File: src/rtl/nbit_demux_reg_if.sv
// nbit_demux_reg_if: write-side bus of the registered 1-to-4 demultiplexer
interface nbit_demux_reg_if #(parameter int N = 4);
  logic [N-1:0] din;
  logic [1:0] s;
  logic mode;
  logic we;
  logic [3:0] ack;
  logic [N-1:0] y0, y1, y2, y3;
  logic [3:0] v;
  logic [1:0] ptr;
  logic full;
  logic ovf;
  modport master (
    output din, s, mode, we, ack,
    input y0, y1, y2, y3, v, ptr, full, ovf
  );
  modport slave (
    input din, s, mode, we, ack,
    output y0, y1, y2, y3, v, ptr, full, ovf
  );
endinterface

File: src/rtl/nbit_demux_reg.sv
// nbit_demux_reg: routes one N-bit word into one of four valid-flagged holding registers
module nbit_demux_reg #(parameter int N = 4) (
  input logic clk,
  input logic rst,
  nbit_demux_reg_if.slave bus
);
  logic [N-1:0] y [4];
  logic [3:0] v;
  logic [1:0] ptr;
  logic ovf;
  logic [1:0] t;
  logic busy, acc, rej;
  // target channel and accept/reject decision; a same-cycle ack frees a full channel
  always_comb begin
    t = bus.mode ? ptr : bus.s;
    busy = v[t] & ~bus.ack[t];
    acc = bus.we & ~busy;
    rej = bus.we & busy;
  end
  // channel registers, valid flags, round-robin pointer and sticky overflow
  always_ff @(posedge clk or posedge rst) begin
    if (rst) begin
      for (int k = 0; k < 4; k++) y[k] <= '0;
      v <= '0;
      ptr <= '0;
      ovf <= 1'b0;
    end else begin
      for (int k = 0; k < 4; k++) if (acc && t == 2'(k)) y[k] <= bus.din;
      v <= (v & ~bus.ack) | (acc ? 4'b0001 << t : 4'b0000);
      ptr <= ptr + {1'b0, acc & bus.mode};
      ovf <= ovf | rej;
    end
  end
  assign bus.y0 = y[0];
  assign bus.y1 = y[1];
  assign bus.y2 = y[2];
  assign bus.y3 = y[3];
  assign bus.v = v;
  assign bus.ptr = ptr;
  assign bus.full = &v;
  assign bus.ovf = ovf;
endmodule

File: src/flat_wrapper.sv
// flat-port wrapper written by rule: the top's interface ports become plain ports
module nbit_demux_reg_flat 
#(parameter int N = 4)
  (clk, rst, bus_din, bus_s, bus_mode, bus_we, bus_ack, bus_y0, bus_y1, bus_y2, bus_y3, bus_v, bus_ptr, bus_full, bus_ovf);
  nbit_demux_reg_if #(.N(N)) bus_i ();
  input logic clk;
  input logic rst;
  input wire logic [$bits(bus_i.din)-1:0] bus_din;
  input wire logic [$bits(bus_i.s)-1:0] bus_s;
  input wire logic [$bits(bus_i.mode)-1:0] bus_mode;
  input wire logic [$bits(bus_i.we)-1:0] bus_we;
  input wire logic [$bits(bus_i.ack)-1:0] bus_ack;
  output wire logic [$bits(bus_i.y0)-1:0] bus_y0;
  output wire logic [$bits(bus_i.y1)-1:0] bus_y1;
  output wire logic [$bits(bus_i.y2)-1:0] bus_y2;
  output wire logic [$bits(bus_i.y3)-1:0] bus_y3;
  output wire logic [$bits(bus_i.v)-1:0] bus_v;
  output wire logic [$bits(bus_i.ptr)-1:0] bus_ptr;
  output wire logic [$bits(bus_i.full)-1:0] bus_full;
  output wire logic [$bits(bus_i.ovf)-1:0] bus_ovf;
  assign bus_i.din = bus_din;
  assign bus_i.s = bus_s;
  assign bus_i.mode = bus_mode;
  assign bus_i.we = bus_we;
  assign bus_i.ack = bus_ack;
  assign bus_y0 = bus_i.y0;
  assign bus_y1 = bus_i.y1;
  assign bus_y2 = bus_i.y2;
  assign bus_y3 = bus_i.y3;
  assign bus_v = bus_i.v;
  assign bus_ptr = bus_i.ptr;
  assign bus_full = bus_i.full;
  assign bus_ovf = bus_i.ovf;
  nbit_demux_reg #(.N(N)) u_core (.clk(clk), .rst(rst), .bus(bus_i));
endmodule
File: config.mk
export PLATFORM = sky130hd
export DESIGN_NAME = nbit_demux_reg_flat
export DESIGN_NICKNAME = d
export VERILOG_FILES = /design/src/rtl/nbit_demux_reg_if.sv /design/src/rtl/nbit_demux_reg.sv /design/src/flat_wrapper.sv
export SDC_FILE = /design/constraint.sdc
export NUM_CORES = 1
export LEC_CHECK = 0
export BUFFER_PORTS_ARGS = -buffer_cell sky130_fd_sc_hd__buf_4
export CAP_MARGIN = 25
export CORE_MARGIN = 1.5
export CORE_UTILIZATION = 40
export CTS_CLUSTER_DIAMETER = 200
export DETAILED_ROUTE_END_ITERATION = 8
export PLACE_DENSITY = 0.74
export RECOVER_POWER = 25
export REMOVE_ABC_BUFFERS = 1
export SLEW_MARGIN = 20
export SYNTH_ARGS = -nofsm -noshare
export SYNTH_HDL_FRONTEND = slang
export SYNTH_SLANG_ARGS = --single-unit
export TNS_END_PERCENT = 30
File: constraint.sdc
create_clock -name clk -period 1.75 [get_ports clk]
set_input_delay 0.175 -clock clk [delete_from_list [all_inputs] [get_ports clk]]
set_output_delay 0.175 -clock clk [all_outputs]
set_load 0.02 [all_outputs]
# Word-level counts from Yosys, hierarchy flattened
# Index checks and enable logic that the tools add are counted.
[word_totals]
ramBits = 0
latch_bits = 0
out_inout_bits = 24
rom_bits = 0
regBits = 23
word_cells = 35
memories = 0
[classes]
reduce_logical = 6
mux = 6
n_bitwise = 10
div = 0
shifts = 1
magnitude_cmp = 1
n_eq_ne = 3
add_sub_neg = 1
n_mul = 0
[op_table]
columns = ["cell", "count"]
rows = [
  ["bitwise AND 1 bit", 4],
  ["bitwise AND 4 bit", 1],
  ["binary-select mux 1 bit (select 2 bit)", 2],
  ["equality test 2 bit, second input constant", 2],
  ["logical AND 1 bit", 4],
  ["two-way mux 4 bit", 1],
  ["inverter 4 bit", 1],
  ["OR 4 bit", 1],
  ["AND reduction 4 bit", 1],
  ["left shift 1 x 2 -> 4 bit, first input constant", 1],
  ["< comparator 2 x 3 -> 1 bit, second input constant", 1],
  ["adder 2 x 1 -> 2 bit", 1],
  ["equality test 2 x 1 -> 1 bit, second input constant", 1],
  ["zero test 2 bit", 1],
  ["two-way mux 1 bit", 2],
  ["two-way mux 2 bit", 1],
  ["inverter 1 bit", 2],
  ["OR 1 bit", 1],
]

# Depth between registers and ports, before layout
[logic_depth]
word_depth = 9
mapped_depth = 5

# Worst setup path before layout
# Ideal clock, no wire load.
[synth_path]
path_type = "reg2reg"
from = "reg u_core.ptr[1] (netlist: u_core.bus.ptr[1])"
to = "reg u_core.ptr[1] (netlist: u_core.bus.ptr[1])"
synth_period_minus_slack_ps = 1755
path_slack_ps = -5
arrival_time_ps = 1623
required_time_ps = 1618
path_stages_with_launch = 6
cell_sequence = "dfrtp_1 mux2i_2 mux4_2 and3_1 ha_1 xor2_1"
[synth_via]
elab_chain_len = 9
word_cells_on_any_way = 11
[synth_lines]
columns = ["element", "line", "rtl"]
rows = [
  ["start, declared", "nbit_demux_reg.sv:9", "logic [1:0] ptr;"],
  ["start signal, assigned", "nbit_demux_reg.sv:30", "ptr <= ptr + {1'b0, acc & bus.mode};"],
  ["two-way mux 2 bit", "nbit_demux_reg.sv:15", "t = bus.mode ? ptr : bus.s;"],
  ["binary-select mux 1 bit (select 2 bit)", "nbit_demux_reg.sv:16", "busy = v[t] & ~bus.ack[t];"],
  ["two-way mux 1 bit (implied by the code)", "nbit_demux_reg.sv:16", ""],
  ["inverter 1 bit", "nbit_demux_reg.sv:16", ""],
  ["bitwise AND 1 bit", "nbit_demux_reg.sv:16", ""],
  ["inverter 1 bit", "nbit_demux_reg.sv:17", "acc = bus.we & ~busy;"],
  ["bitwise AND 1 bit", "nbit_demux_reg.sv:17", ""],
  ["bitwise AND 1 bit", "nbit_demux_reg.sv:30", ""],
  ["adder 2 x 1 -> 2 bit (*)", "nbit_demux_reg.sv:30", ""],
]
# Mark *: on every way between the ends. The rest lies on a longest branch, timed or not. The select of a mux whose other input is x is not followed.
# A chain may end at the register's enable or synchronous reset.

# Final worst setup path
[layout_path]
from = "reg u_core.ptr[1] (netlist: u_core.bus.ptr[1])"
to = "reg u_core.y (netlist bit u_core.bus.y1[2])"
[layout_via]
elab_chain_len = 8
word_cells_on_any_way = 11
[layout_lines]
columns = ["element", "line", "rtl"]
rows = [
  ["two-way mux 2 bit (*)", "nbit_demux_reg.sv:15", ""],
  ["binary-select mux 1 bit (select 2 bit)", "nbit_demux_reg.sv:16", ""],
  ["two-way mux 1 bit (implied by the code)", "nbit_demux_reg.sv:16", ""],
  ["inverter 1 bit", "nbit_demux_reg.sv:16", ""],
  ["bitwise AND 1 bit", "nbit_demux_reg.sv:16", ""],
  ["inverter 1 bit", "nbit_demux_reg.sv:17", ""],
  ["bitwise AND 1 bit", "nbit_demux_reg.sv:17", ""],
  ["logical AND 1 bit (*)", "nbit_demux_reg.sv:28", "for (int k = 0; k < 4; k++) if (acc && t == 2'(k)) y[k] <= bus.din;"],
  ["end, declared", "nbit_demux_reg.sv:7", "logic [N-1:0] y [4];"],
]
# Marks and branches as above.

==> summary.md <==
| Metric | Value |
|---|---|
| Post-Syn Instances | `64` |
| Leakage power | `approximately 0.00066 µW` |
| Min Tclk post-route | `1.62 ns` |
| Max Slew Vio Count | `0` |
| Critical path's largest stage delay | `about 0.43 ns` |
| Core area | `around 0.0022 mm²` |
| Fill cell count | `just over 200` |
| Tightest Hold Check Type | `in2reg` |
| Synth Flop Type | `dfrtp_1` |
| TritonCTS clock tree | `done` |
| Avg Inst Size Synth | `approximately 15 µm²` |
| TritonCTS Buffers | `3` |
| Relative slew slack | `0.621` |
| CTS Buffer Depth | `2` |
| Htree depth | `1` |
| Post-route clock skew | `0.00469 ns` |
| Global-route wire length before repair | `~3200 µm` |
| Syn Std Cell Area | `~960 µm²` |
| Via/cell ratio | `between 4 and 5` |
| Post_cts resized | `0` |
| Area fraction of the dominant cell type after synthesis | `0.600` |
| Core Util, Final | `0.596` |
| Worst slew pin tran | `roughly 0.57 ns` |
| Critical Path Start Type | `flip-flop` |
| DRT iter0 DRCs | `4` |
| Setup-failing EPs final | `0` |
| Worst vdd ir | `roughly 1.2 mV` |
| Sequential element share of the synthesized area | `0.600` |
| Post-synth EDFFs | `0` |
| Layout area overhead | `38.6%` |
| Clock transition at path regs | `between 0.1 and 0.15 ns` |
| Register share of total power | `0.399` |
| Synth top cells by count | `dfrtp_1 (23), mux2_2 (16), nand2_1 (4), nand2b_1 (4), mux2i_1 (3)` |
| Switch share | `0.379` |
| CP max-delay cell | `dfrtp_1` |
| CP max FO | `6` |
| Die area | `0.00270 mm²` |
| RSZ-0062 raised after global routing | `no` |
| Row count | `17` |
| Count of different cell masters after synthesis | `18` |
| Sink Count | `23` |
| Die X | `about 52 µm` |
| Worst Path Required | `between 1.5 and 2 ns` |
| Most used standard cell by instance count after synthesis | `dfrtp_1` |
| GRT overflow | `0` |
| Placed Cells | `132` |
| Placer Congestion | `~0.73` |
| TNS Setup | `0 ns` |
| Number of max-cap violations | `0` |
| PnR worst setup slack | `0.131 ns` |
| Ys async rst share | `1.00` |
| DRC Markers | `0` |
| Worst skew pair latency | `about 0.3 ns` |
| Clock power share | `0.103` |
| Initial antenna violation count | `0` |
| HPWL Detailed | `roughly 1500 µm` |
| Final net count | `between 100 and 150` |
| I/O pin cnt | `38` |
| Final hold violations | `0` |
| PwrDens | `~1700 mW/mm²` |
| Post-CTS setup buffers | `0` |
| Fraction of layout cells with a size suffix above 1 | `0.569` |
| DR WL/cell | `around 14 µm` |
| Fin cells | `around 140` |
| Cell-internal power | `approximately 1400 µW` |
| Area contributors post-synth | `dfrtp_1 (60%), mux2_2 (19%), mux2i_1 (3.1%), nand2b_1 (2.6%), mux4_2 (2.3%)` |
| DRT Wirelength | `just under 2000 µm` |
| Run status | `completed` |
| Worst setup path class | `reg2reg` |
| Synth area leader | `dfrtp_1` |
| Vias | `between 600 and 700` |
| Dpl ws | `0.138 ns` |
| Global Route Usage Sum | `0.159` |
| CP endpoint kind | `flip-flop` |
| Register bit total from synthesis | `23` |
| Die height | `between 50 and 60 µm` |
| Vias in the first global route | `720` |
| FMAX | `between 600 and 700 MHz` |
| Switching pwr | `between 800 and 900 µW` |
| Final ANT Viol Nets | `0` |
| Largest net degree at the start of global routing | `24` |
| Starting Density | `0.430` |
| I/O Buffers | `37` |
| Total power | `between 2000 and 2500 µW` |
| Comb power frac | `0.498` |
| CP arrival | `1.82 ns` |
| Clock root buffer master | `clkbuf_4` |
| Drt pass-1 iters | `4` |
| YS warnings | `0` |
| Final period utilization | `0.925` |
| Crit path cell chain | `mux2i_2 -> buf_4 -> nand4b_1 -> mux2_2` |
| Antenna cells | `0` |
power by group through the flow:
stage / sequential (µW) / combinational, µW / clock [µW]
6_report: 927 / 1150 / 240
5_1_grt: 963 / 1220 / 267
4_1_cts: 930 / 1170 / 250
3_5_place_dp: 943 / 1160 / 0
3_3_place_gp: 937 / 1140 / 0
2_1_floorplan: 1240 / 336 / 0
metal layers:
metal  track usage  share of wire  up-vias
met2         0.289           0.51       26
met4        0.0614         0.0030        0
met5             0              0        -
met3        0.0172          0.064        2
li1              -              -      322
met1         0.192           0.43      331
state kept, by name, indices dropped and copies added, names as in the netlist:
register / count
u_core.bus.v: 4
u_core.bus.y0: 4
u_core.bus.y1: 4
u_core.bus.y2: 4
u_core.bus.y3: 4
u_core.bus.ptr: 2
u_core.bus.ovf: 1
final timing paths:
check                                   from               end  slack, ns  depth (start not counted)
max in group asynchronous                rst  u_core.bus.y2[0]       0.83                          4
hold reg to reg               u_core.bus.ovf    u_core.bus.ovf       0.50                          1
hold / removal                    bus_din[1]  u_core.bus.y3[1]       0.12                          2
setup reg to reg           u_core.bus.ptr[1]  u_core.bus.y1[2]       0.13                          4
setup / recovery           u_core.bus.ptr[1]  u_core.bus.y1[2]       0.13                          4
min in group asynchronous                rst    u_core.bus.ovf       0.55                          4
metrics by stage:
step                area (µm²)  hold slack, ns
detailed placement        1290           0.241
global route              1330           0.111
global placement          1290           0.235
floorplan                  960           0.177
finish                    1330           0.118
CTS                       1330           0.109
cell families after synthesis:
logic type               Yosys count  share of synthesized area
flip-flops                        23                      0.600
multiplexers                      21                      0.257
AND/OR/NAND/NOR                   16                      0.107
AO/OA/AOI/OAI                      1                     0.0104
XOR/XNOR                           1                    0.00913
buffers and inverters              1                    0.00391
adder cells (fa/ha/maj)            1                     0.0130
worst max-delay path, delay by kind of cell (launching register included):
kind / cells / cell delay (ns)
AND/OR/NAND/NOR: 1 / 0.31
buffers and inverters: 1 / 0.19
flip-flops: 1 / 0.43
multiplexers: 2 / 0.59
cell type report:
cell class	count	area, µm²	area share
well taps	28	35.0	0.0263
flip-flops and latches	23	576	0.433
inverters	1	3.75	0.00282
repair buffers	41	308	0.231
clock inverters	1	5.00	0.00376
multi-input cells	40	380	0.286
clock buffers	3	22.5	0.0169
what timing repair did:
item	in CTS	in global routing
hold buffers	1	0
setup endpoints to repair	0	0
hold endpoints to repair	23	0
cells in the final DEF, fill, tap and decap left out:
master / count
nand2_1: 4
clkbuf_4: 4
clkbuf_2: 1
nand2b_1: 4
inv_1: 1
buf_4: 38
dlygate4sd3_1: 1
mux2_2: 16
xor2_1: 1
and2_1: 1
mux2i_1: 3
and4_1: 1
and3_1: 1
nand4_1: 1
mux2i_2: 1
nand4bb_1: 1
nand4b_1: 2
ha_1: 1
clkinv_2: 1
a221o_1: 1
nor2b_1: 1
dfrtp_1: 23
mux4_2: 1
Note: power is estimated with default switching activity, not from simulation.
